--- src/rtl/ldst_memory_port_pkg.sv ---
// Shared definitions for the load/store memory port: access-size encodings,
// outstanding-entry layout and the load alignment helpers.
package ldst_memory_port_pkg;

    typedef enum logic [1:0] {
        ORDER_BYTE = 2'd0,
        ORDER_HALF = 2'd1,
        ORDER_WORD = 2'd2
    } order_e;

    localparam int TAG_W   = 5;
    localparam int MASK_W  = 4;
    localparam int SHIFT_W = 2;

    // Outstanding entry layout: {RW, MASK, SHIFT, TAG}
    localparam int ENT_TAG_LSB   = 0;
    localparam int ENT_SHIFT_LSB = ENT_TAG_LSB + TAG_W;
    localparam int ENT_MASK_LSB  = ENT_SHIFT_LSB + SHIFT_W;
    localparam int ENT_RW_BIT    = ENT_MASK_LSB + MASK_W;
    localparam int ENT_W         = ENT_RW_BIT + 1;

    function automatic logic [31:0] lane_expand(input logic [MASK_W-1:0] mask);
        logic [31:0] lanes;
        lanes = '0;
        for (int i = 0; i < MASK_W; i++) begin
            lanes[8*i +: 8] = {8{mask[i]}};
        end
        return lanes;
    endfunction

    function automatic logic [31:0] align_load(input logic [31:0]        data,
                                               input logic [MASK_W-1:0]  mask,
                                               input logic [SHIFT_W-1:0] shift);
        return (data & lane_expand(mask)) >> {shift, 3'b000};
    endfunction

endpackage

--- src/rtl/ldst_memory_port_if.sv ---
// Execute-request, data-memory and writeback signals of the load/store port.
// slave is the port itself; master is the surrounding execute/memory/writeback side.
interface ldst_memory_port_if;
    import ldst_memory_port_pkg::*;

    logic               iREQ_VALID;
    logic               oREQ_BUSY;
    logic               iREQ_RW;
    logic [31:0]        iREQ_PDT;
    logic [31:0]        iREQ_ADDR;
    logic [31:0]        iREQ_DATA;
    logic [1:0]         iREQ_ORDER;
    logic [MASK_W-1:0]  iREQ_MASK;
    logic [SHIFT_W-1:0] iREQ_SHIFT;
    logic [TAG_W-1:0]   iREQ_TAG;

    logic               oMEM_REQ;
    logic               iMEM_LOCK;
    logic               oMEM_RW;
    logic [31:0]        oMEM_PDT;
    logic [31:0]        oMEM_ADDR;
    logic [31:0]        oMEM_DATA;
    logic [MASK_W-1:0]  oMEM_MASK;
    logic               iMEM_VALID;
    logic [31:0]        iMEM_DATA;

    logic               oWB_VALID;
    logic [31:0]        oWB_DATA;
    logic [TAG_W-1:0]   oWB_TAG;
    logic               oALIGN_FAULT;
    logic               oPROTOCOL_ERR;

    modport slave (
        input  iREQ_VALID, iREQ_RW, iREQ_PDT, iREQ_ADDR, iREQ_DATA,
               iREQ_ORDER, iREQ_MASK, iREQ_SHIFT, iREQ_TAG,
               iMEM_LOCK, iMEM_VALID, iMEM_DATA,
        output oREQ_BUSY,
               oMEM_REQ, oMEM_RW, oMEM_PDT, oMEM_ADDR, oMEM_DATA, oMEM_MASK,
               oWB_VALID, oWB_DATA, oWB_TAG, oALIGN_FAULT, oPROTOCOL_ERR
    );

    modport master (
        output iREQ_VALID, iREQ_RW, iREQ_PDT, iREQ_ADDR, iREQ_DATA,
               iREQ_ORDER, iREQ_MASK, iREQ_SHIFT, iREQ_TAG,
               iMEM_LOCK, iMEM_VALID, iMEM_DATA,
        input  oREQ_BUSY,
               oMEM_REQ, oMEM_RW, oMEM_PDT, oMEM_ADDR, oMEM_DATA, oMEM_MASK,
               oWB_VALID, oWB_DATA, oWB_TAG, oALIGN_FAULT, oPROTOCOL_ERR
    );

endinterface

--- src/rtl/ldst_outstanding_fifo.sv ---
// In-order tracker of issued memory accesses awaiting their response.
// Synchronous FIFO with occupancy count; push on full and pop on empty are ignored.
module ldst_outstanding_fifo #(
    parameter int P_DEPTH   = 4,
    parameter int P_DEPTH_N = 2,
    parameter int P_WIDTH   = 12
) (
    input  logic                 clk_i,
    input  logic                 rst_ni,
    input  logic                 clr_i,
    input  logic                 push_i,
    input  logic [P_WIDTH-1:0]   data_i,
    input  logic                 pop_i,
    output logic [P_WIDTH-1:0]   data_o,
    output logic [P_DEPTH_N:0]   count_o,
    output logic                 full_o,
    output logic                 empty_o
);

    localparam int CW = P_DEPTH_N + 1;
    localparam logic [P_DEPTH_N:0] FULL_CNT = CW'(P_DEPTH);

    logic [P_WIDTH-1:0]   mem_q [P_DEPTH];
    logic [P_DEPTH_N-1:0] wr_ptr_q, wr_ptr_d;
    logic [P_DEPTH_N-1:0] rd_ptr_q, rd_ptr_d;
    logic [P_DEPTH_N:0]   count_q, count_d;
    logic                 do_push, do_pop;

    assign empty_o = (count_q == '0);
    assign full_o  = (count_q == FULL_CNT);
    assign do_push = push_i && !full_o;
    assign do_pop  = pop_i && !empty_o;
    assign data_o  = mem_q[rd_ptr_q];
    assign count_o = count_q;

    always_comb begin
        wr_ptr_d = wr_ptr_q + P_DEPTH_N'(do_push);
        rd_ptr_d = rd_ptr_q + P_DEPTH_N'(do_pop);
        count_d  = count_q + CW'(do_push) - CW'(do_pop);
        if (clr_i) begin
            wr_ptr_d = '0;
            rd_ptr_d = '0;
            count_d  = '0;
        end
    end

    always_ff @(posedge clk_i or negedge rst_ni) begin
        if (!rst_ni) begin
            wr_ptr_q <= '0;
            rd_ptr_q <= '0;
            count_q  <= '0;
        end else begin
            wr_ptr_q <= wr_ptr_d;
            rd_ptr_q <= rd_ptr_d;
            count_q  <= count_d;
        end
    end

    // Entry storage carries no control meaning, so it is left unreset.
    always_ff @(posedge clk_i) begin
        if (do_push) begin
            mem_q[wr_ptr_q] <= data_i;
        end
    end

endmodule

--- src/rtl/ldst_memory_port.sv ---
// Memory-side end of the execute load/store path: registers one request for
// the data bus, tracks outstanding accesses in order and aligns load returns.
module ldst_memory_port
    import ldst_memory_port_pkg::*;
#(
    parameter int P_DEPTH   = 4,
    parameter int P_DEPTH_N = 2
) (
    input  logic              iCLOCK,
    input  logic              inRESET,
    input  logic              iFLUSH,
    ldst_memory_port_if.slave bus
);

    localparam int CW = P_DEPTH_N + 1;
    localparam logic [P_DEPTH_N:0] DEPTH_CNT = CW'(P_DEPTH);

    // Issue stage
    logic               iss_vld_q,   iss_vld_d;
    logic               iss_rw_q,    iss_rw_d;
    logic [31:0]        iss_pdt_q,   iss_pdt_d;
    logic [31:2]        iss_addr_q,  iss_addr_d;
    logic [31:0]        iss_data_q,  iss_data_d;
    logic [MASK_W-1:0]  iss_mask_q,  iss_mask_d;
    logic [SHIFT_W-1:0] iss_shift_q, iss_shift_d;
    logic [TAG_W-1:0]   iss_tag_q,   iss_tag_d;

    // Response / status
    logic [P_DEPTH_N:0] disc_q,    disc_d;
    logic               wb_vld_q,  wb_vld_d;
    logic [31:0]        wb_data_q, wb_data_d;
    logic [TAG_W-1:0]   wb_tag_q,  wb_tag_d;
    logic               fault_q,   fault_d;
    logic               perr_q,    perr_d;

    logic [ENT_W-1:0]   fifo_head;
    logic [ENT_W-1:0]   fifo_push_ent;
    logic [P_DEPTH_N:0] fifo_cnt;
    logic               fifo_full, fifo_empty;

    logic               iss_hs, rsp_pop, accept, mask_ok, req_busy;
    logic [P_DEPTH_N:0] occupancy, cnt_after;
    logic               head_rw;
    logic [MASK_W-1:0]  head_mask;
    logic [SHIFT_W-1:0] head_shift;
    logic [TAG_W-1:0]   head_tag;
    logic               unused_ok;

    assign iss_hs    = iss_vld_q && !bus.iMEM_LOCK;
    assign rsp_pop   = bus.iMEM_VALID && !fifo_empty;
    assign occupancy = fifo_cnt + CW'(iss_vld_q);
    // Busy looks at the registered count: a pop this cycle frees a slot only next cycle.
    assign req_busy  = (iss_vld_q && bus.iMEM_LOCK) || (occupancy == DEPTH_CNT) || iFLUSH;
    assign accept    = bus.iREQ_VALID && !req_busy;
    assign mask_ok   = |bus.iREQ_MASK;
    assign cnt_after = fifo_cnt + CW'(iss_hs) - CW'(rsp_pop);

    assign fifo_push_ent = {iss_rw_q, iss_mask_q, iss_shift_q, iss_tag_q};
    assign head_rw    = fifo_head[ENT_RW_BIT];
    assign head_mask  = fifo_head[ENT_MASK_LSB +: MASK_W];
    assign head_shift = fifo_head[ENT_SHIFT_LSB +: SHIFT_W];
    assign head_tag   = fifo_head[ENT_TAG_LSB +: TAG_W];

    // ORDER is implied by MASK/SHIFT; the byte offset only selects lanes.
    assign unused_ok = ^{bus.iREQ_ORDER, bus.iREQ_ADDR[1:0], fifo_full};

    ldst_outstanding_fifo #(
        .P_DEPTH   (P_DEPTH),
        .P_DEPTH_N (P_DEPTH_N),
        .P_WIDTH   (ENT_W)
    ) u_fifo (
        .clk_i   (iCLOCK),
        .rst_ni  (inRESET),
        .clr_i   (1'b0),
        .push_i  (iss_hs),
        .data_i  (fifo_push_ent),
        .pop_i   (rsp_pop),
        .data_o  (fifo_head),
        .count_o (fifo_cnt),
        .full_o  (fifo_full),
        .empty_o (fifo_empty)
    );

    always_comb begin
        iss_vld_d   = iss_vld_q;
        iss_rw_d    = iss_rw_q;
        iss_pdt_d   = iss_pdt_q;
        iss_addr_d  = iss_addr_q;
        iss_data_d  = iss_data_q;
        iss_mask_d  = iss_mask_q;
        iss_shift_d = iss_shift_q;
        iss_tag_d   = iss_tag_q;

        // A handshaking entry has already been pushed, so flush may drop the stage.
        if (iss_hs || iFLUSH) begin
            iss_vld_d = 1'b0;
        end
        if (accept && mask_ok) begin
            iss_vld_d   = 1'b1;
            iss_rw_d    = bus.iREQ_RW;
            iss_pdt_d   = bus.iREQ_PDT;
            iss_addr_d  = bus.iREQ_ADDR[31:2];
            iss_data_d  = bus.iREQ_DATA;
            iss_mask_d  = bus.iREQ_MASK;
            iss_shift_d = bus.iREQ_SHIFT;
            iss_tag_d   = bus.iREQ_TAG;
        end
    end

    always_comb begin
        fault_d   = accept && !mask_ok;
        perr_d    = perr_q || (bus.iMEM_VALID && fifo_empty);
        wb_vld_d  = 1'b0;
        wb_data_d = wb_data_q;
        wb_tag_d  = wb_tag_q;
        disc_d    = disc_q;

        if (rsp_pop && !iFLUSH && (disc_q == '0) && !head_rw) begin
            wb_vld_d  = 1'b1;
            wb_data_d = align_load(bus.iMEM_DATA, head_mask, head_shift);
            wb_tag_d  = head_tag;
        end

        // Everything still in flight after a flush belongs to squashed instructions.
        if (iFLUSH) begin
            disc_d = cnt_after;
        end else if (rsp_pop && (disc_q != '0)) begin
            disc_d = disc_q - CW'(1);
        end
    end

    always_ff @(posedge iCLOCK or negedge inRESET) begin
        if (!inRESET) begin
            iss_vld_q   <= 1'b0;
            iss_rw_q    <= 1'b0;
            iss_pdt_q   <= '0;
            iss_addr_q  <= '0;
            iss_data_q  <= '0;
            iss_mask_q  <= '0;
            iss_shift_q <= '0;
            iss_tag_q   <= '0;
            disc_q      <= '0;
            wb_vld_q    <= 1'b0;
            wb_data_q   <= '0;
            wb_tag_q    <= '0;
            fault_q     <= 1'b0;
            perr_q      <= 1'b0;
        end else begin
            iss_vld_q   <= iss_vld_d;
            iss_rw_q    <= iss_rw_d;
            iss_pdt_q   <= iss_pdt_d;
            iss_addr_q  <= iss_addr_d;
            iss_data_q  <= iss_data_d;
            iss_mask_q  <= iss_mask_d;
            iss_shift_q <= iss_shift_d;
            iss_tag_q   <= iss_tag_d;
            disc_q      <= disc_d;
            wb_vld_q    <= wb_vld_d;
            wb_data_q   <= wb_data_d;
            wb_tag_q    <= wb_tag_d;
            fault_q     <= fault_d;
            perr_q      <= perr_d;
        end
    end

    assign bus.oREQ_BUSY     = req_busy;
    assign bus.oMEM_REQ      = iss_vld_q;
    assign bus.oMEM_RW       = iss_rw_q;
    assign bus.oMEM_PDT      = iss_pdt_q;
    assign bus.oMEM_ADDR     = {iss_addr_q, 2'b00};
    assign bus.oMEM_DATA     = iss_data_q;
    assign bus.oMEM_MASK     = iss_mask_q;
    assign bus.oWB_VALID     = wb_vld_q;
    assign bus.oWB_DATA      = wb_data_q;
    assign bus.oWB_TAG       = wb_tag_q;
    assign bus.oALIGN_FAULT  = fault_q;
    assign bus.oPROTOCOL_ERR = perr_q;

endmodule
--- src/flat_wrapper.sv ---
// flat-port wrapper written by rule: the top's interface ports become plain ports
module ldst_memory_port_flat import ldst_memory_port_pkg::*;
#(
    parameter int P_DEPTH   = 4,
    parameter int P_DEPTH_N = 2
)
  (iCLOCK, inRESET, iFLUSH, bus_iREQ_VALID, bus_iREQ_RW, bus_iREQ_PDT, bus_iREQ_ADDR, bus_iREQ_DATA, bus_iREQ_ORDER, bus_iREQ_MASK, bus_iREQ_SHIFT, bus_iREQ_TAG, bus_iMEM_LOCK, bus_iMEM_VALID, bus_iMEM_DATA, bus_oREQ_BUSY, bus_oMEM_REQ, bus_oMEM_RW, bus_oMEM_PDT, bus_oMEM_ADDR, bus_oMEM_DATA, bus_oMEM_MASK, bus_oWB_VALID, bus_oWB_DATA, bus_oWB_TAG, bus_oALIGN_FAULT, bus_oPROTOCOL_ERR);
  ldst_memory_port_if bus_i ();
  input  logic iCLOCK;
  input  logic inRESET;
  input  logic iFLUSH;
  input wire logic [$bits(bus_i.iREQ_VALID)-1:0] bus_iREQ_VALID;
  input wire logic [$bits(bus_i.iREQ_RW)-1:0] bus_iREQ_RW;
  input wire logic [$bits(bus_i.iREQ_PDT)-1:0] bus_iREQ_PDT;
  input wire logic [$bits(bus_i.iREQ_ADDR)-1:0] bus_iREQ_ADDR;
  input wire logic [$bits(bus_i.iREQ_DATA)-1:0] bus_iREQ_DATA;
  input wire logic [$bits(bus_i.iREQ_ORDER)-1:0] bus_iREQ_ORDER;
  input wire logic [$bits(bus_i.iREQ_MASK)-1:0] bus_iREQ_MASK;
  input wire logic [$bits(bus_i.iREQ_SHIFT)-1:0] bus_iREQ_SHIFT;
  input wire logic [$bits(bus_i.iREQ_TAG)-1:0] bus_iREQ_TAG;
  input wire logic [$bits(bus_i.iMEM_LOCK)-1:0] bus_iMEM_LOCK;
  input wire logic [$bits(bus_i.iMEM_VALID)-1:0] bus_iMEM_VALID;
  input wire logic [$bits(bus_i.iMEM_DATA)-1:0] bus_iMEM_DATA;
  output wire logic [$bits(bus_i.oREQ_BUSY)-1:0] bus_oREQ_BUSY;
  output wire logic [$bits(bus_i.oMEM_REQ)-1:0] bus_oMEM_REQ;
  output wire logic [$bits(bus_i.oMEM_RW)-1:0] bus_oMEM_RW;
  output wire logic [$bits(bus_i.oMEM_PDT)-1:0] bus_oMEM_PDT;
  output wire logic [$bits(bus_i.oMEM_ADDR)-1:0] bus_oMEM_ADDR;
  output wire logic [$bits(bus_i.oMEM_DATA)-1:0] bus_oMEM_DATA;
  output wire logic [$bits(bus_i.oMEM_MASK)-1:0] bus_oMEM_MASK;
  output wire logic [$bits(bus_i.oWB_VALID)-1:0] bus_oWB_VALID;
  output wire logic [$bits(bus_i.oWB_DATA)-1:0] bus_oWB_DATA;
  output wire logic [$bits(bus_i.oWB_TAG)-1:0] bus_oWB_TAG;
  output wire logic [$bits(bus_i.oALIGN_FAULT)-1:0] bus_oALIGN_FAULT;
  output wire logic [$bits(bus_i.oPROTOCOL_ERR)-1:0] bus_oPROTOCOL_ERR;
  assign bus_i.iREQ_VALID = bus_iREQ_VALID;
  assign bus_i.iREQ_RW = bus_iREQ_RW;
  assign bus_i.iREQ_PDT = bus_iREQ_PDT;
  assign bus_i.iREQ_ADDR = bus_iREQ_ADDR;
  assign bus_i.iREQ_DATA = bus_iREQ_DATA;
  assign bus_i.iREQ_ORDER = bus_iREQ_ORDER;
  assign bus_i.iREQ_MASK = bus_iREQ_MASK;
  assign bus_i.iREQ_SHIFT = bus_iREQ_SHIFT;
  assign bus_i.iREQ_TAG = bus_iREQ_TAG;
  assign bus_i.iMEM_LOCK = bus_iMEM_LOCK;
  assign bus_i.iMEM_VALID = bus_iMEM_VALID;
  assign bus_i.iMEM_DATA = bus_iMEM_DATA;
  assign bus_oREQ_BUSY = bus_i.oREQ_BUSY;
  assign bus_oMEM_REQ = bus_i.oMEM_REQ;
  assign bus_oMEM_RW = bus_i.oMEM_RW;
  assign bus_oMEM_PDT = bus_i.oMEM_PDT;
  assign bus_oMEM_ADDR = bus_i.oMEM_ADDR;
  assign bus_oMEM_DATA = bus_i.oMEM_DATA;
  assign bus_oMEM_MASK = bus_i.oMEM_MASK;
  assign bus_oWB_VALID = bus_i.oWB_VALID;
  assign bus_oWB_DATA = bus_i.oWB_DATA;
  assign bus_oWB_TAG = bus_i.oWB_TAG;
  assign bus_oALIGN_FAULT = bus_i.oALIGN_FAULT;
  assign bus_oPROTOCOL_ERR = bus_i.oPROTOCOL_ERR;
  ldst_memory_port #(.P_DEPTH(P_DEPTH), .P_DEPTH_N(P_DEPTH_N)) u_core (.iCLOCK(iCLOCK), .inRESET(inRESET), .iFLUSH(iFLUSH), .bus(bus_i));
endmodule
--- config.mk ---
export PLATFORM = sky130hd
export DESIGN_NAME = ldst_memory_port_flat
export DESIGN_NICKNAME = d
export VERILOG_FILES = /design/src/rtl/ldst_memory_port_pkg.sv /design/src/rtl/ldst_memory_port_if.sv /design/src/rtl/ldst_outstanding_fifo.sv /design/src/rtl/ldst_memory_port.sv /design/src/flat_wrapper.sv
export SDC_FILE = /design/constraint.sdc
export NUM_CORES = 1
export LEC_CHECK = 0
export ABC_CLOCK_PERIOD_IN_PS = 2860
export CORE_MARGIN = 4
export CORE_UTILIZATION = 29
export CTS_CLUSTER_SIZE = 12
export DETAILED_ROUTE_END_ITERATION = 12
export PLACE_DENSITY_LB_ADDON = 0.15
export SYNTH_ARGS = -nofsm -noshare
export SYNTH_HDL_FRONTEND = slang
export SYNTH_SLANG_ARGS = --single-unit
--- constraint.sdc ---
create_clock -name iCLOCK -period 2.86 [get_ports iCLOCK]
set_input_delay 0.429 -clock iCLOCK [delete_from_list [all_inputs] [get_ports iCLOCK]]
set_output_delay 0.429 -clock iCLOCK [all_outputs]
set_load 0.02 [all_outputs]
Word level (Yosys, flattened, before mapping)
Memory sizes are Yosys's and may differ from the RTL's.
Index checks and enable logic that the tools add are counted.
{"block": "totals", "ff_bits": 157, "latch_bits": 0, "mem_bits_rw": 48, "romBits": 0, "n_memories": 1}
{"memory": "u_core.u_fifo.mem_q", "words": 4, "word_bits": 12, "read_ports": 1, "rd_ports_with_merged_regs": 0, "wr": 1, "line": "ldst_outstanding_fifo.sv:23", "source": "logic [P_WIDTH-1:0] mem_q [P_DEPTH];"}
{"block": "classes", "addsub": 8, "n_mul": 0, "n_div": 0, "n_lt_le_gt_ge": 0, "eq_ne": 2, "shifts": 1, "mux": 7, "bitwise": 1, "n_reduce_logical": 30}
{"cell": "$and A32 B32 Y32", "count": 1}
{"cell": "$shr A32 B5 Y32", "count": 1}
{"cell": "$logic_and A1 B1 Y1", "count": 13}
{"cell": "$add A3 B1 Y3", "count": 3}
{"cell": "$logic_not A1 Y1", "count": 7}
{"cell": "$eq A3 B3 Y1 const B", "count": 2}
{"cell": "$logic_not A3 Y1", "count": 2}
{"cell": "$mux W3", "count": 2}
{"cell": "$sub A3 B1 Y3", "count": 2}
{"cell": "$mux W1", "count": 5}
{"cell": "$add A2 B1 Y2", "count": 2}
{"cell": "$logic_or A1 B1 Y1", "count": 4}
{"cell": "$reduce_bool A2 Y1", "count": 2}
{"cell": "$reduce_or A4 Y1", "count": 1}
{"cell": "$reduce_bool A3 Y1", "count": 1}
{"cell": "$sub A3 B1 Y3 const B", "count": 1}

Longest topological paths before layout
Gate-level depths: netlist (run 1).
{"block": "depth", "word_depth": 8, "mapped_depth": 10}

Hierarchy
From an unflattened synthesis (run 1), not the netlist that was laid out.
{"block": "unflattened", "hier_cells": 600, "area_unflattened_um2": 8573.2}
{"mod": "ldst_memory_port", "n_inst": 1, "cells_each": 505, "area_per_inst_um2": 6429.9, "seq_area_each_um2": 3753.6}
{"mod": "ldst_outstanding_fifo", "n_inst": 1, "cells_each": 95, "area_per_inst_um2": 2143.3, "seq_area_each_um2": 1616.6}

Worst setup path before layout (run 1)
Ideal clock, no wire load.
{"block": "synth_timing", "path_kind": "reg-to-reg", "from": "register u_core.iss_vld_q, in the netlist u_core.bus.oMEM_REQ", "to": "register u_core.iss_data_q[20], in the netlist u_core.bus.oMEM_DATA[20]", "arrival_time_ps": 2262, "required_ps": 2735, "slack_ps": 473, "stages_incl_launch_ff": 9, "period_less_slack_ps": 2387, "cell_sequence": "dfrtp_1 > ha_1 > ha_1 > xnor2_1 > o311a_1 > and2_1 > clkbuf_1 > buf_2 > mux2_2"}
{"block": "synth_between", "elab_chain_cells": 7}
{"element": "from (decl)", "line": "ldst_memory_port.sv:19", "source": "logic iss_vld_q, iss_vld_d;"}
{"element": "from (signal assigned)", "line": "ldst_memory_port.sv:149", "source": "iss_vld_q <= iss_vld_d;"}
{"element": "$add A3 B1 Y3", "line": "ldst_memory_port.sv:51", "source": "assign occupancy = fifo_cnt + CW'(iss_vld_q);"}
{"element": "$eq A3 B3 Y1", "line": "ldst_memory_port.sv:53", "source": "assign req_busy = (iss_vld_q && bus.iMEM_LOCK) || (occupancy == DEPTH_CNT) || iFLUSH;"}
{"element": "$logic_or A1 B1 Y1 (*) (2 in a row)", "line": "ldst_memory_port.sv:53"}
{"element": "$logic_not A1 Y1 (*)", "line": "ldst_memory_port.sv:54", "source": "assign accept = bus.iREQ_VALID && !req_busy;"}
{"element": "$logic_and A1 B1 Y1 (*)", "line": "ldst_memory_port.sv:54"}
{"element": "$logic_and A1 B1 Y1 (*)", "line": "ldst_memory_port.sv:98", "source": "if (accept && mask_ok) begin"}
{"element": "to (signal assigned)", "line": "ldst_memory_port.sv:153", "source": "iss_data_q <= iss_data_d;"}
{"element": "to (decl)", "line": "ldst_memory_port.sv:23", "source": "logic [31:0] iss_data_q, iss_data_d;"}
Every way passes the cells marked *; elsewhere a longest branch is shown, timed or not.
A chain may end at the register's enable or synchronous reset.

Worst setup path after layout (run 1)
{"block": "layout_timing", "from": "register u_core.u_fifo.count_q[0], in the netlist u_core.u_fifo.count_o[0]", "to": "register u_core.iss_data_q[23], in the netlist u_core.bus.oMEM_DATA[23]"}
{"block": "layout_between", "elab_chain_cells": 7}
{"element": "from (decl)", "line": "ldst_outstanding_fifo.sv:26", "source": "logic [P_DEPTH_N:0] count_q, count_d;"}
{"element": "from (signal assigned)", "line": "ldst_outstanding_fifo.sv:55", "source": "count_q <= count_d;"}
{"element": "$add A3 B1 Y3", "line": "ldst_memory_port.sv:51"}
{"element": "$eq A3 B3 Y1", "line": "ldst_memory_port.sv:53"}
{"element": "$logic_or A1 B1 Y1 (2 in a row)", "line": "ldst_memory_port.sv:53"}
{"element": "$logic_not A1 Y1", "line": "ldst_memory_port.sv:54"}
{"element": "$logic_and A1 B1 Y1", "line": "ldst_memory_port.sv:54"}
{"element": "$logic_and A1 B1 Y1", "line": "ldst_memory_port.sv:98"}
No other way between the ends.

==> impl_metrics.xml, run 1 <==
<?xml version="1.0" encoding="UTF-8"?>
<metrics>
  <group name="detailed_routing">
    <metric name="drt.antenna.violating_nets" unit="">0</metric>
    <metric name="wl_per_cell" unit="µm">17.9</metric>
    <metric name="drc_markers" unit="">0</metric>
    <metric name="per_cell_via_count_in_the_routed_design" unit="">4.59</metric>
    <metric name="drt_pass1_iterations" unit="">4</metric>
    <metric name="vias" unit="">5761</metric>
    <metric name="final_wl" unit="mm">22.5</metric>
    <metric name="initialDrtViolationCount" unit="">233</metric>
  </group>
  <group name="synthesis">
    <metric name="sequential_to_total_area_share_from_yosys_stat" unit="%">64.7</metric>
    <metric name="dominantRegCellSynth" unit="">sky130_fd_sc_hd__dfrtp_1</metric>
    <metric name="synth_cells" unit="">562</metric>
    <metric name="total_of_flip_flops_plus_latches_after_synthesis" unit="">205</metric>
    <metric name="synthesis.area_per_instance" unit="µm²">14.8</metric>
    <metric name="combined_area_of_all_synthesized_cells" unit="µm²">8300</metric>
    <metric name="ys_async_sr_fraction" unit="%">76.6</metric>
    <metric name="yosys.cell_types.count" unit="">52</metric>
    <metric name="number_of_synthesized_flops_with_an_enable_pin" unit="">48</metric>
    <metric name="synthesis.yosys.warnings" unit="">0</metric>
  </group>
  <group name="clock_network">
    <metric name="numCtsBuffers" unit="">24</metric>
    <metric name="clock_tree.htree_level_count" unit="">1</metric>
    <metric name="cts_tree" unit="">done</metric>
    <metric name="worstSkewPairLatency" unit="ns">0.51</metric>
    <metric name="clock_sink_count" unit="">205</metric>
    <metric name="cts-root-to-sink-buffers" unit="">3</metric>
    <metric name="clkTransAtPathRegs" unit="ns">0.06</metric>
    <metric name="cts_root_buffer" unit="">sky130_fd_sc_hd__clkbuf_16</metric>
  </group>
  <group name="power">
    <metric name="power_density" unit="nW/µm²">1110</metric>
    <metric name="p_int" unit="mW">8.90</metric>
    <metric name="totalPowerFinal" unit="mW">13.7</metric>
    <metric name="power.leakage" unit="nW">4.88</metric>
    <metric name="total_switching_power" unit="mW">4.82</metric>
    <metric name="clock_power_share" unit="%">21.2</metric>
    <metric name="vdd_ir_drop_max" unit="mV">0.624</metric>
    <metric name="switching_share" unit="%">35.1</metric>
    <metric name="power_frac_seq" unit="%">35.8</metric>
    <metric name="power.combinational.fraction" unit="%">43.0</metric>
  </group>
  <group name="place">
    <metric name="gp_congestion" unit="">0.801</metric>
    <metric name="place.detailed.hpwl" unit="mm">16.5</metric>
    <metric name="port_buffers" unit="">284</metric>
  </group>
  <group name="sta">
    <metric name="setup-violations-final" unit="">0</metric>
    <metric name="timing.final.crit_share" unit="%">85.6</metric>
    <metric name="worst_clock_skew" unit="ns">0.0180</metric>
    <metric name="remaining_max_slew_budget_at_the_tightest_pin" unit="%">54.3</metric>
    <metric name="timing.final.crit_period" unit="ns">2.45</metric>
    <metric name="maxSlewViolCount" unit="">0</metric>
    <metric name="finalSetupTns" unit="ns">0</metric>
    <metric name="final_hold_viol_count" unit="">0</metric>
    <metric name="unrepaired_setup_endpoints_after_global_routing" unit="">no</metric>
    <metric name="final.hold.worst_slack" unit="ns">0.460</metric>
    <metric name="worst-slew-pin-transition" unit="ns">0.685</metric>
    <metric name="maxClockFrequency" unit="MHz">408</metric>
  </group>
  <group name="floorplan">
    <metric name="core_area" unit="µm²">28000</metric>
    <metric name="die_w" unit="µm">177</metric>
    <metric name="rows" unit="">61</metric>
    <metric name="dieArea" unit="µm²">31400</metric>
    <metric name="chipHeight" unit="µm">177</metric>
    <metric name="io_pins" unit="">291</metric>
    <metric name="effective_utilization_at_floorplan" unit="%">29.6</metric>
  </group>
  <group name="global_routing">
    <metric name="grt_first_pass_wirelength" unit="mm">35.8</metric>
    <metric name="maximum_number_of_pins_on_one_net_before_global_route_repair" unit="">68</metric>
    <metric name="grt_antenna_before_repair" unit="">0</metric>
    <metric name="globalRouteOverflowTotal" unit="">0</metric>
    <metric name="grt_util_all_layers" unit="%">14.1</metric>
    <metric name="grt_pass1_vias" unit="">6556</metric>
  </group>
  <group name="min_path">
    <metric name="hold_path.class" unit="">reg2reg</metric>
  </group>
  <group name="cells_and_area">
    <metric name="layout.cells.most_common_list" unit="">sky130_fd_sc_hd__clkdlybuf4s50_1, sky130_fd_sc_hd__dfrtp_1, sky130_fd_sc_hd__mux2_2</metric>
    <metric name="final_common_cell" unit="">sky130_fd_sc_hd__clkdlybuf4s50_1</metric>
    <metric name="layout.nets" unit="">1014</metric>
    <metric name="areaGrowthSynthToFinish" unit="%">49.1</metric>
    <metric name="final_layout_size_suffix_gt1_share" unit="%">21.4</metric>
    <metric name="n_fill_cell" unit="">2570</metric>
  </group>
  <group name="setup_path">
    <metric name="critical_path.slowest_cell" unit="">sky130_fd_sc_hd__dfrtp_1</metric>
    <metric name="critical_path.endpoint_type" unit="">flip-flop</metric>
    <metric name="critPathMostFrequentCell" unit="">sky130_fd_sc_hd__ha_1</metric>
    <metric name="critPathMaxStageDelay" unit="ns">0.48</metric>
    <metric name="critical_path.top_delay_family" unit="">flip-flops</metric>
    <metric name="critical_path.cell_chain" unit="">ha_1 &gt; ha_1 &gt; xnor2_1 &gt; o311a_1 &gt; and2_4 &gt; buf_12 &gt; mux2_2</metric>
    <metric name="critPathBufInv" unit="">1</metric>
    <metric name="cp_max_fo" unit="">44</metric>
    <metric name="critical_path_arrival" unit="ns">2.83</metric>
    <metric name="start_kind" unit="">flip-flop</metric>
    <metric name="timing.setup.critical_path_class" unit="">reg2reg</metric>
    <metric name="worstPathRequired" unit="ns">3.24</metric>
  </group>
  <group name="flow_run">
    <metric name="max_cap_viol_count" unit="">0</metric>
  </group>
  <group name="run_status">
    <metric name="run_status" unit="">complete, no violations</metric>
  </group>
</metrics>
[per-stage QoR]
stage / std cells / instance area (µm²) / setup WS (ns) / util (%)
floorplan: 563 / 8310 / 0.473 / -
global route: 1253 / 12400 / 0.244 / 44.2
global placement: 1208 / 11600 / 0.305 / 41.5
CTS: 1253 / 12400 / 0.00370 / 44.2
detailed placement: 1208 / 11600 / 0.264 / 41.5
finish: 1254 / 12400 / 0.411 / 44.2
[worst register-to-register path, delay by kind of cell, from the launching register on]
family,cells,cell delay [ns]
adders and majority gates,2,0.42
buffers and inverters,1,0.26
and+or+nand+nor,1,0.28
xor gates and xnor gates,1,0.20
DFF,1,0.48
muxes,1,0.42
AOI/OAI and AO/OA,1,0.28
[power groups by stage]
stage | clock network [mW] | logic (mW) | registers (mW)
after detailed placement | 0 | 5.98 | 4.97
after CTS | 3.01 | 6.00 | 4.94
after floorplan | 0 | 2.11 | 5.94
after global routing | 3.14 | 6.33 | 5.08
after global placement | 0 | 5.91 | 4.90
final | 2.91 | 5.90 | 4.92
[synth_stat cells, types with 2 or more instances]
master,count,area [µm²]
sky130_fd_sc_hd__dfrtp_1,157,3930
sky130_fd_sc_hd__mux2_2,105,1180
sky130_fd_sc_hd__nand2_1,64,240
sky130_fd_sc_hd__edfxtp_1,48,1440
sky130_fd_sc_hd__clkbuf_1,14,52.6
sky130_fd_sc_hd__o21ai_1,13,65.1
sky130_fd_sc_hd__a21oi_1,12,60.1
sky130_fd_sc_hd__buf_2,12,60.1
sky130_fd_sc_hd__mux4_2,12,270
sky130_fd_sc_hd__a21o_1,8,60.1
sky130_fd_sc_hd__o21ai_0,8,40.0
sky130_fd_sc_hd__a22oi_1,7,52.6
sky130_fd_sc_hd__a32oi_1,7,61.3
sky130_fd_sc_hd__ha_1,7,87.6
sky130_fd_sc_hd__inv_1,7,26.3
sky130_fd_sc_hd__nand4_1,7,43.8
sky130_fd_sc_hd__o211ai_1,7,52.6
sky130_fd_sc_hd__o221ai_2,7,105
sky130_fd_sc_hd__xnor2_1,6,52.6
sky130_fd_sc_hd__nor2_1,4,15.0
sky130_fd_sc_hd__xor2_1,4,35.0
sky130_fd_sc_hd__buf_6,3,33.8
sky130_fd_sc_hd__nor2b_1,3,18.8
sky130_fd_sc_hd__nor3_1,3,15.0
sky130_fd_sc_hd__a22o_1,2,17.5
sky130_fd_sc_hd__buf_1,2,7.51
sky130_fd_sc_hd__buf_4,2,15.0
sky130_fd_sc_hd__fa_1,2,40.0
sky130_fd_sc_hd__nand2b_1,2,12.5
sky130_fd_sc_hd__nand3_1,2,10.0
sky130_fd_sc_hd__nand3b_1,2,15.0
sky130_fd_sc_hd__o22a_1,2,17.5
sky130_fd_sc_hd__or2_2,2,12.5
[final timing paths]
check / start / to / slack, ns / depth (start not counted)
min in group asynchronous: inRESET / u_core.bus.oWB_DATA[8] / 0.51 / 2
max reg2reg: u_core.u_fifo.count_o[0] / u_core.bus.oMEM_DATA[23] / 0.41 / 7
max: u_core.u_fifo.count_o[0] / u_core.bus.oMEM_DATA[23] / 0.41 / 7
max in group asynchronous: inRESET / u_core.iss_addr_q[8] / 1.54 / 3
min: u_core.bus.oPROTOCOL_ERR / u_core.bus.oPROTOCOL_ERR / 0.46 / 1
min reg2reg: u_core.bus.oPROTOCOL_ERR / u_core.bus.oPROTOCOL_ERR / 0.46 / 1
[cell families (layout without fill, tap and decap cells)]
| family | count (synthesis) | count (layout) | share of synthesized area [%] |
|---|---|---|---|
| xor+xnor | 10 | 10 | 1.05 |
| fa+ha+maj | 9 | 9 | 1.54 |
| flops | 205 | 205 | 64.7 |
| compound gates | 78 | 78 | 6.96 |
| buf+inv | 42 | 354 | 2.59 |
| simple gates | 100 | 100 | 5.64 |
| mux | 117 | 117 | 17.5 |
| other cells | 1 | 3 | 0.0452 |
[cell type report]
cell class / count / area, µm² / area share [%]
Multi-Input combinational cell: 316 / 2730 / 22.0
Inverter: 8 / 31.3 / 0.253
Clock inverter: 17 / 141 / 1.14
Clock buffer: 27 / 612 / 4.94
Antenna cell: 1 / 2.50 / 0.0202
Tap cell: 378 / 473 / 3.82
Sequential cell: 205 / 5370 / 43.4
Timing Repair Buffer: 302 / 3020 / 24.4
[layer usage]
| layer | vias up | share of wire (%) | GRT usage, % |
|---|---|---|---|
| met5 | - | 0 | 0 |
| met4 | 0 | 1.7 | 3.22 |
| met3 | 28 | 12 | 6.37 |
| met2 | 237 | 48 | 23.7 |
| met1 | 2859 | 39 | 16.7 |
| li1 | 2637 | - | - |
[repair_timing]
action,in CTS,in global routing
setup buffers,0,0
setup endpoints to repair,0,1
hold buffers,1,0
resized for setup,0,1
hold endpoints to repair,64,0
[state kept, by name, indices dropped and copies added, names as in the netlist, 2 cells and up]
register,cells
u_core.u_fifo.rd_ptr_q,2
u_core.iss_addr_q,30
u_core.bus.oMEM_MASK,4
u_core.bus.oMEM_PDT,32
u_core.iss_tag_q,5
u_core.u_fifo.count_o,3
u_core.bus.oMEM_DATA,32
u_core.iss_shift_q,2
u_core.disc_q,3
u_core.bus.oWB_TAG,5
u_core.u_fifo.mem_q,48
u_core.bus.oWB_DATA,32
u_core.u_fifo.wr_ptr_q,2
Power figures use the tool's default switching activity.
==> run 2, diff against run 1 <==
--- a/config.mk
+++ b/config.mk
@@ -6,7 +6,7 @@
 export NUM_CORES = 1
 export LEC_CHECK = 0
 export ABC_CLOCK_PERIOD_IN_PS = 2860
-export CORE_MARGIN = 4
+export CORE_MARGIN = 5
 export CORE_UTILIZATION = 29
 export CTS_CLUSTER_SIZE = 12
 export DETAILED_ROUTE_END_ITERATION = 12
==> impl_metrics.xml, run 2 (synthesized netlist as in run 1, its figures left out) <==
<?xml version="1.0" encoding="UTF-8"?>
<metrics>
  <group name="cells_and_area">
    <metric name="n_fill_cell" unit="">2650</metric>
    <metric name="largest_reg_flops" unit="">48</metric>
    <metric name="final_layout_size_suffix_gt1_share" unit="%">22.0</metric>
    <metric name="post-route-cell-area" unit="µm²">12500</metric>
    <metric name="final_common_cell" unit="">sky130_fd_sc_hd__clkdlybuf4s50_1</metric>
    <metric name="layout.nets" unit="">1019</metric>
    <metric name="insertedDiodeCount" unit="">0</metric>
    <metric name="area_occupied_by_multi_input_gates" unit="µm²">2730</metric>
    <metric name="layout.cells.most_common_list" unit="">sky130_fd_sc_hd__clkdlybuf4s50_1, sky130_fd_sc_hd__dfrtp_1, sky130_fd_sc_hd__mux2_2</metric>
    <metric name="final_util" unit="%">43.8</metric>
    <metric name="seq_area" unit="µm²">5370</metric>
    <metric name="regMostFlops" unit="">u_core.u_fifo.mem_q</metric>
    <metric name="areaGrowthSynthToFinish" unit="%">50.2</metric>
  </group>
  <group name="clock_network">
    <metric name="clkTransAtPathRegs" unit="ns">0.06</metric>
    <metric name="post_cts.repair.setup_buffers" unit="">0</metric>
    <metric name="cts_tree" unit="">done</metric>
    <metric name="cts-root-to-sink-buffers" unit="">3</metric>
    <metric name="clock_sink_count" unit="">205</metric>
    <metric name="cts_root_buffer" unit="">sky130_fd_sc_hd__clkbuf_16</metric>
    <metric name="worstSkewPairLatency" unit="ns">0.51</metric>
    <metric name="numCtsBuffers" unit="">24</metric>
    <metric name="clock_tree.htree_level_count" unit="">1</metric>
  </group>
  <group name="detailed_routing">
    <metric name="per_cell_via_count_in_the_routed_design" unit="">4.46</metric>
    <metric name="vias" unit="">5636</metric>
    <metric name="wl_per_cell" unit="µm">18.0</metric>
    <metric name="initialDrtViolationCount" unit="">271</metric>
    <metric name="final_wl" unit="mm">22.8</metric>
    <metric name="drc_markers" unit="">0</metric>
    <metric name="drt.antenna.violating_nets" unit="">0</metric>
    <metric name="drt_pass1_iterations" unit="">4</metric>
  </group>
  <group name="global_routing">
    <metric name="grt_pass1_vias" unit="">6224</metric>
    <metric name="globalRouteOverflowTotal" unit="">0</metric>
    <metric name="grt_util_all_layers" unit="%">13.9</metric>
    <metric name="grt_antenna_before_repair" unit="">1</metric>
    <metric name="maximum_number_of_pins_on_one_net_before_global_route_repair" unit="">59</metric>
    <metric name="grt_first_pass_wirelength" unit="mm">35.1</metric>
  </group>
  <group name="sta">
    <metric name="final_hold_viol_count" unit="">0</metric>
    <metric name="setup-violations-final" unit="">0</metric>
    <metric name="remaining_max_slew_budget_at_the_tightest_pin" unit="%">57.7</metric>
    <metric name="finalSetupTns" unit="ns">0</metric>
    <metric name="unrepaired_setup_endpoints_after_global_routing" unit="">no</metric>
    <metric name="timing.final.crit_share" unit="%">85.0</metric>
    <metric name="timing.final.crit_period" unit="ns">2.43</metric>
    <metric name="maxClockFrequency" unit="MHz">412</metric>
    <metric name="worst_clock_skew" unit="ns">0.0149</metric>
    <metric name="worst-slew-pin-transition" unit="ns">0.634</metric>
    <metric name="maxSlewViolCount" unit="">0</metric>
    <metric name="final.hold.worst_slack" unit="ns">0.468</metric>
  </group>
  <group name="place">
    <metric name="port_buffers" unit="">284</metric>
    <metric name="place.detailed.hpwl" unit="mm">16.2</metric>
    <metric name="postPlaceCellArea" unit="µm²">11700</metric>
    <metric name="gp_congestion" unit="">0.774</metric>
  </group>
  <group name="power">
    <metric name="power_density" unit="nW/µm²">1110</metric>
    <metric name="total_switching_power" unit="mW">4.79</metric>
    <metric name="power_frac_seq" unit="%">34.9</metric>
    <metric name="power.combinational.fraction" unit="%">43.2</metric>
    <metric name="clock_power_share" unit="%">21.9</metric>
    <metric name="totalPowerFinal" unit="mW">13.8</metric>
    <metric name="p_int" unit="mW">9.04</metric>
    <metric name="vdd_ir_drop_max" unit="mV">0.548</metric>
    <metric name="power.leakage" unit="nW">4.93</metric>
    <metric name="switching_share" unit="%">34.6</metric>
  </group>
  <group name="setup_path">
    <metric name="critical_path_arrival" unit="ns">2.85</metric>
    <metric name="worstPathRequired" unit="ns">3.28</metric>
    <metric name="timing.setup.critical_path_class" unit="">reg2reg</metric>
    <metric name="start_kind" unit="">flip-flop</metric>
    <metric name="critical_path.endpoint_type" unit="">flip-flop</metric>
    <metric name="ff2ff_setup_slack" unit="ns">0.43</metric>
    <metric name="cp_max_fo" unit="">20</metric>
  </group>
  <group name="run_status">
    <metric name="run_status" unit="">complete, no violations</metric>
  </group>
  <group name="floorplan">
    <metric name="dieArea" unit="µm²">32100</metric>
    <metric name="rows" unit="">62</metric>
    <metric name="core_area" unit="µm²">28500</metric>
    <metric name="io_pins" unit="">291</metric>
    <metric name="chipHeight" unit="µm">179</metric>
    <metric name="effective_utilization_at_floorplan" unit="%">29.2</metric>
    <metric name="die_w" unit="µm">179</metric>
  </group>
  <group name="flow_run">
    <metric name="max_cap_viol_count" unit="">0</metric>
  </group>
  <group name="min_path">
    <metric name="hold_path.class" unit="">reg2reg</metric>
  </group>
</metrics>
[run 2: changes by cell type in the layout (fill, tap and decap cells not counted), sizes merged]
cell / change
buf: +5
bufinv: -1
clkbuf: +9
clkinv: -8
clkinvlp: -1
diode: -1
[run 2: worst max-delay path: stages, from the launching register on]
cell	delay, ns
sky130_fd_sc_hd__dfrtp_1	0.38
sky130_fd_sc_hd__mux4_2	0.52
sky130_fd_sc_hd__or4b_1	0.56
sky130_fd_sc_hd__clkinv_2	0.29
sky130_fd_sc_hd__nand2b_2	0.33
sky130_fd_sc_hd__o221ai_2	0.26
[run 2: power by group through the flow]
stage | Sequential (mW) | Clock (mW) | Combinational [mW]
floorplan | 5.94 | 0 | 2.11
global placement | 4.85 | 0 | 6.06
detailed placement | 4.89 | 0 | 6.06
CTS | 4.85 | 3.15 | 6.10
global route | 5.00 | 3.28 | 6.44
finish | 4.83 | 3.02 | 5.98
[run 2: area by class of cell]
cell class                      count  share of cell area, %
Timing Repair Buffer              307                   24.6
Sequential cell                   205                   43.1
Multi-Input combinational cell    316                   21.9
Clock buffer                       36                   5.83
Clock inverter                      7                  0.462
Tap cell                          384                   3.85
Inverter                            8                  0.251
[run 2: metal layers]
metal | vias up | track usage (%) | part of all wire [%]
li1 | 2641 | - | -
met1 | 2739 | 17.2 | 41
met2 | 225 | 22.2 | 45
met3 | 29 | 6.47 | 12
met4 | 2 | 3.46 | 1.8
met5 | - | 0 | 0.057
[run 2: stage by stage]
stage | setup slack, ns | instances
floorplan | 0.473 | 563
global placement | 0.268 | 1219
detailed placement | 0.250 | 1219
CTS | 0.0454 | 1263
global route | 0.229 | 1263
finish | 0.430 | 1263
[run 2: repair_timing]
item | 4_1_cts | 5_1_grt
resized for setup | 0 | 1
hold buffers | 1 | 0
endpoints found under the setup margin | 0 | 1
endpoints found under the hold margin | 54 | 0
[run 2: path summary, 6_finish.rpt]
| path | startpoint | to | cells past startpoint |
|---|---|---|---|
| worst max-delay path | u_core.u_fifo.rd_ptr_q[0] | u_core.bus.oWB_DATA[6] | 5 |
| worst min-delay path | u_core.bus.oPROTOCOL_ERR | u_core.bus.oPROTOCOL_ERR | 1 |
| worst max register to register | u_core.u_fifo.rd_ptr_q[0] | u_core.bus.oWB_DATA[6] | 5 |
| worst min register to register | u_core.bus.oPROTOCOL_ERR | u_core.bus.oPROTOCOL_ERR | 1 |
| max in group asynchronous | inRESET | u_core.bus.oWB_DATA[22] | 3 |
| min in group asynchronous | inRESET | u_core.bus.oWB_DATA[1] | 2 |
==> run 3, diff against run 2 <==
--- a/config.mk
+++ b/config.mk
@@ -5,7 +5,7 @@
 export SDC_FILE = /design/constraint.sdc
 export NUM_CORES = 1
 export LEC_CHECK = 0
-export ABC_CLOCK_PERIOD_IN_PS = 2860
+export ABC_CLOCK_PERIOD_IN_PS = 2300
 export CORE_MARGIN = 5
 export CORE_UTILIZATION = 29
 export CTS_CLUSTER_SIZE = 12
==> constraint.sdc (replaced) <==
create_clock -name iCLOCK -period 2.3 [get_ports iCLOCK]
set_input_delay 0.345 -clock iCLOCK [delete_from_list [all_inputs] [get_ports iCLOCK]]
set_output_delay 0.345 -clock iCLOCK [all_outputs]
set_load 0.02 [all_outputs]
==> impl_metrics.xml, run 3 (synthesized netlist as in run 1, its figures left out) <==
<?xml version="1.0" encoding="UTF-8"?>
<metrics>
  <group name="setup_path">
    <metric name="cp_max_fo" unit="">4</metric>
    <metric name="critPathMaxStageDelay" unit="ns">0.43</metric>
    <metric name="critical_path_arrival" unit="ns">1.88</metric>
    <metric name="worstPathRequired" unit="ns">1.96</metric>
    <metric name="start_kind" unit="">flip-flop</metric>
    <metric name="timing.setup.critical_path_class" unit="">reg2out</metric>
    <metric name="critical_path.cell_chain" unit="">ha_2 &gt; ha_4 &gt; xnor2_2 &gt; o31ai_1 &gt; buf_2</metric>
    <metric name="critical_path.endpoint_type" unit="">primary output</metric>
    <metric name="critical_path.slowest_cell" unit="">sky130_fd_sc_hd__dfrtp_1</metric>
  </group>
  <group name="place">
    <metric name="postPlaceCellArea" unit="µm²">11800</metric>
    <metric name="place.detailed.hpwl" unit="mm">16.5</metric>
    <metric name="port_buffers" unit="">284</metric>
    <metric name="gp_congestion" unit="">0.778</metric>
    <metric name="dpl_worst_slack" unit="ns">-0.0791</metric>
  </group>
  <group name="clock_network">
    <metric name="clock_sink_count" unit="">205</metric>
    <metric name="numCtsBuffers" unit="">24</metric>
    <metric name="worstSkewPairLatency" unit="ns">0.52</metric>
    <metric name="clkTransAtPathRegs" unit="ns">0.06</metric>
    <metric name="cts_root_buffer" unit="">sky130_fd_sc_hd__clkbuf_16</metric>
    <metric name="cts_tree" unit="">done</metric>
    <metric name="clock_tree.htree_level_count" unit="">1</metric>
    <metric name="cts-root-to-sink-buffers" unit="">3</metric>
    <metric name="post_cts.repair.setup_buffers" unit="">0</metric>
  </group>
  <group name="power">
    <metric name="power_density" unit="nW/µm²">1370</metric>
    <metric name="vdd_ir_drop_max" unit="mV">0.717</metric>
    <metric name="totalPowerFinal" unit="mW">17.4</metric>
    <metric name="power.leakage" unit="nW">5.02</metric>
  </group>
  <group name="detailed_routing">
    <metric name="initialDrtViolationCount" unit="">288</metric>
    <metric name="drt.antenna.violating_nets" unit="">0</metric>
    <metric name="final_wl" unit="mm">23.0</metric>
    <metric name="vias" unit="">5755</metric>
    <metric name="wl_per_cell" unit="µm">18.0</metric>
    <metric name="per_cell_via_count_in_the_routed_design" unit="">4.50</metric>
    <metric name="drt_pass1_iterations" unit="">4</metric>
    <metric name="drc_markers" unit="">0</metric>
  </group>
  <group name="floorplan">
    <metric name="core_area" unit="µm²">28500</metric>
    <metric name="chipHeight" unit="µm">179</metric>
    <metric name="io_pins" unit="">291</metric>
    <metric name="die_w" unit="µm">179</metric>
    <metric name="dieArea" unit="µm²">32100</metric>
    <metric name="rows" unit="">62</metric>
    <metric name="effective_utilization_at_floorplan" unit="%">29.2</metric>
  </group>
  <group name="sta">
    <metric name="setup-violations-final" unit="">0</metric>
    <metric name="worst_clock_skew" unit="ns">0.0161</metric>
    <metric name="remaining_max_slew_budget_at_the_tightest_pin" unit="%">64.4</metric>
    <metric name="worst-slew-pin-transition" unit="ns">0.530</metric>
    <metric name="finalSetupTns" unit="ns">0</metric>
    <metric name="maxClockFrequency" unit="MHz">448</metric>
    <metric name="maxSlewViolCount" unit="">0</metric>
    <metric name="timing.final.ws_setup" unit="ns">0.0703</metric>
    <metric name="timing.final.crit_share" unit="%">96.9</metric>
    <metric name="timing.final.crit_period" unit="ns">2.23</metric>
    <metric name="final_hold_viol_count" unit="">0</metric>
    <metric name="unrepaired_setup_endpoints_after_global_routing" unit="">yes</metric>
  </group>
  <group name="global_routing">
    <metric name="grt_util_all_layers" unit="%">13.8</metric>
    <metric name="grt_pass1_vias" unit="">6120</metric>
    <metric name="globalRouteOverflowTotal" unit="">0</metric>
    <metric name="maximum_number_of_pins_on_one_net_before_global_route_repair" unit="">46</metric>
    <metric name="grt_first_pass_wirelength" unit="mm">35.0</metric>
    <metric name="grt_antenna_before_repair" unit="">0</metric>
  </group>
  <group name="cells_and_area">
    <metric name="insertedDiodeCount" unit="">0</metric>
    <metric name="regMostFlops" unit="">u_core.u_fifo.mem_q</metric>
    <metric name="final_layout_size_suffix_gt1_share" unit="%">24.1</metric>
    <metric name="largest_reg_flops" unit="">48</metric>
    <metric name="post-route-cell-area" unit="µm²">12700</metric>
    <metric name="areaGrowthSynthToFinish" unit="%">52.5</metric>
    <metric name="layout.nets" unit="">1035</metric>
    <metric name="final_common_cell" unit="">sky130_fd_sc_hd__clkdlybuf4s50_1</metric>
    <metric name="layout.cells.most_common_list" unit="">sky130_fd_sc_hd__clkdlybuf4s50_1, sky130_fd_sc_hd__dfrtp_1, sky130_fd_sc_hd__mux2_2</metric>
  </group>
  <group name="flow_run">
    <metric name="max_cap_viol_count" unit="">0</metric>
  </group>
  <group name="min_path">
    <metric name="hold_path.class" unit="">in2async</metric>
  </group>
  <group name="run_status">
    <metric name="run_status" unit="">complete, no violations</metric>
  </group>
</metrics>
## run 3: cell types whose count changed in the layout (fill, tap and decap cells not counted), moves of 2 or more
cell                       delta
sky130_fd_sc_hd__clkinv_2     +5
sky130_fd_sc_hd__ha_1         -2
sky130_fd_sc_hd__clkbuf_8     -6
sky130_fd_sc_hd__buf_4        +9
sky130_fd_sc_hd__buf_12       +3
sky130_fd_sc_hd__buf_6        +2
## run 3: power breakdown
| part | switching, mW | total, mW | internal (mW) |
|---|---|---|---|
| registers | 0.812 | 6.02 | 5.21 |
| logic | 3.72 | 7.65 | 3.93 |
| clock network | 1.53 | 3.68 | 2.15 |
| total | 6.06 | 17.4 | 11.3 |
## run 3: worst paths after layout
path	startpoint	end	slack [ns]	cells past startpoint
max in group asynchronous	inRESET	u_core.iss_addr_q[22]	1.31	3
min in group iCLOCK	bus_iREQ_PDT[30]	u_core.bus.oMEM_PDT[30]	0.43	2
setup reg to reg	u_core.u_fifo.count_o[0]	u_core.iss_addr_q[18]	0.11	7
hold reg to reg	u_core.bus.oPROTOCOL_ERR	u_core.bus.oPROTOCOL_ERR	0.46	1
setup / recovery	u_core.u_fifo.count_o[0]	bus_oREQ_BUSY	0.07	5
hold / removal	inRESET	u_core.bus.oWB_DATA[16]	0.36	2
## run 3: repair_timing
item                                   in CTS  in global routing
resized for setup                           6                 10
pin swaps                                   0                  3
hold buffers                                1                  0
endpoints found under the hold margin      41                  0
gates cloned                                0                  1
setup endpoints to repair                   4                 99
## run 3: stage by stage
stage	std cells	hold slack (ns)	util [%]
global placement	1234	0.328	41.6
finish	1280	0.358	44.5
floorplan	563	0.0494	-
detailed placement	1234	0.329	41.6
global route	1280	0.393	44.5
CTS	1279	0.361	44.2
## run 3: layout make-up
class | instances | area [µm²]
Sequential cell | 205 | 5370
Tap cell | 384 | 480
Timing Repair Buffer | 323 | 3270
Multi-Input combinational cell | 316 | 2760
Clock buffer | 29 | 619
Inverter | 8 | 32.5
Fill cell | 2645 | 15800
Clock inverter | 15 | 134
## run 3: worst max-delay path: cells and delay by family (launching register included)
family	cells	cell delay, ns
flip-flops	1	0.43
adder cells (fa/ha/maj)	2	0.38
AO/OA/AOI/OAI	1	0.23
buffers and inverters	1	0.20
XOR/XNOR	1	0.14
## run 3: metal layers
metal	routed length [µm]	part of all wire, %	track usage [%]	vias to the layer above
met5	0	0	0	-
met4	627	2.7	3.65	0
met3	2690	12	6.50	36
met2	9980	43	20.6	251
met1	9710	42	18.1	2789
li1	-	-	-	2679
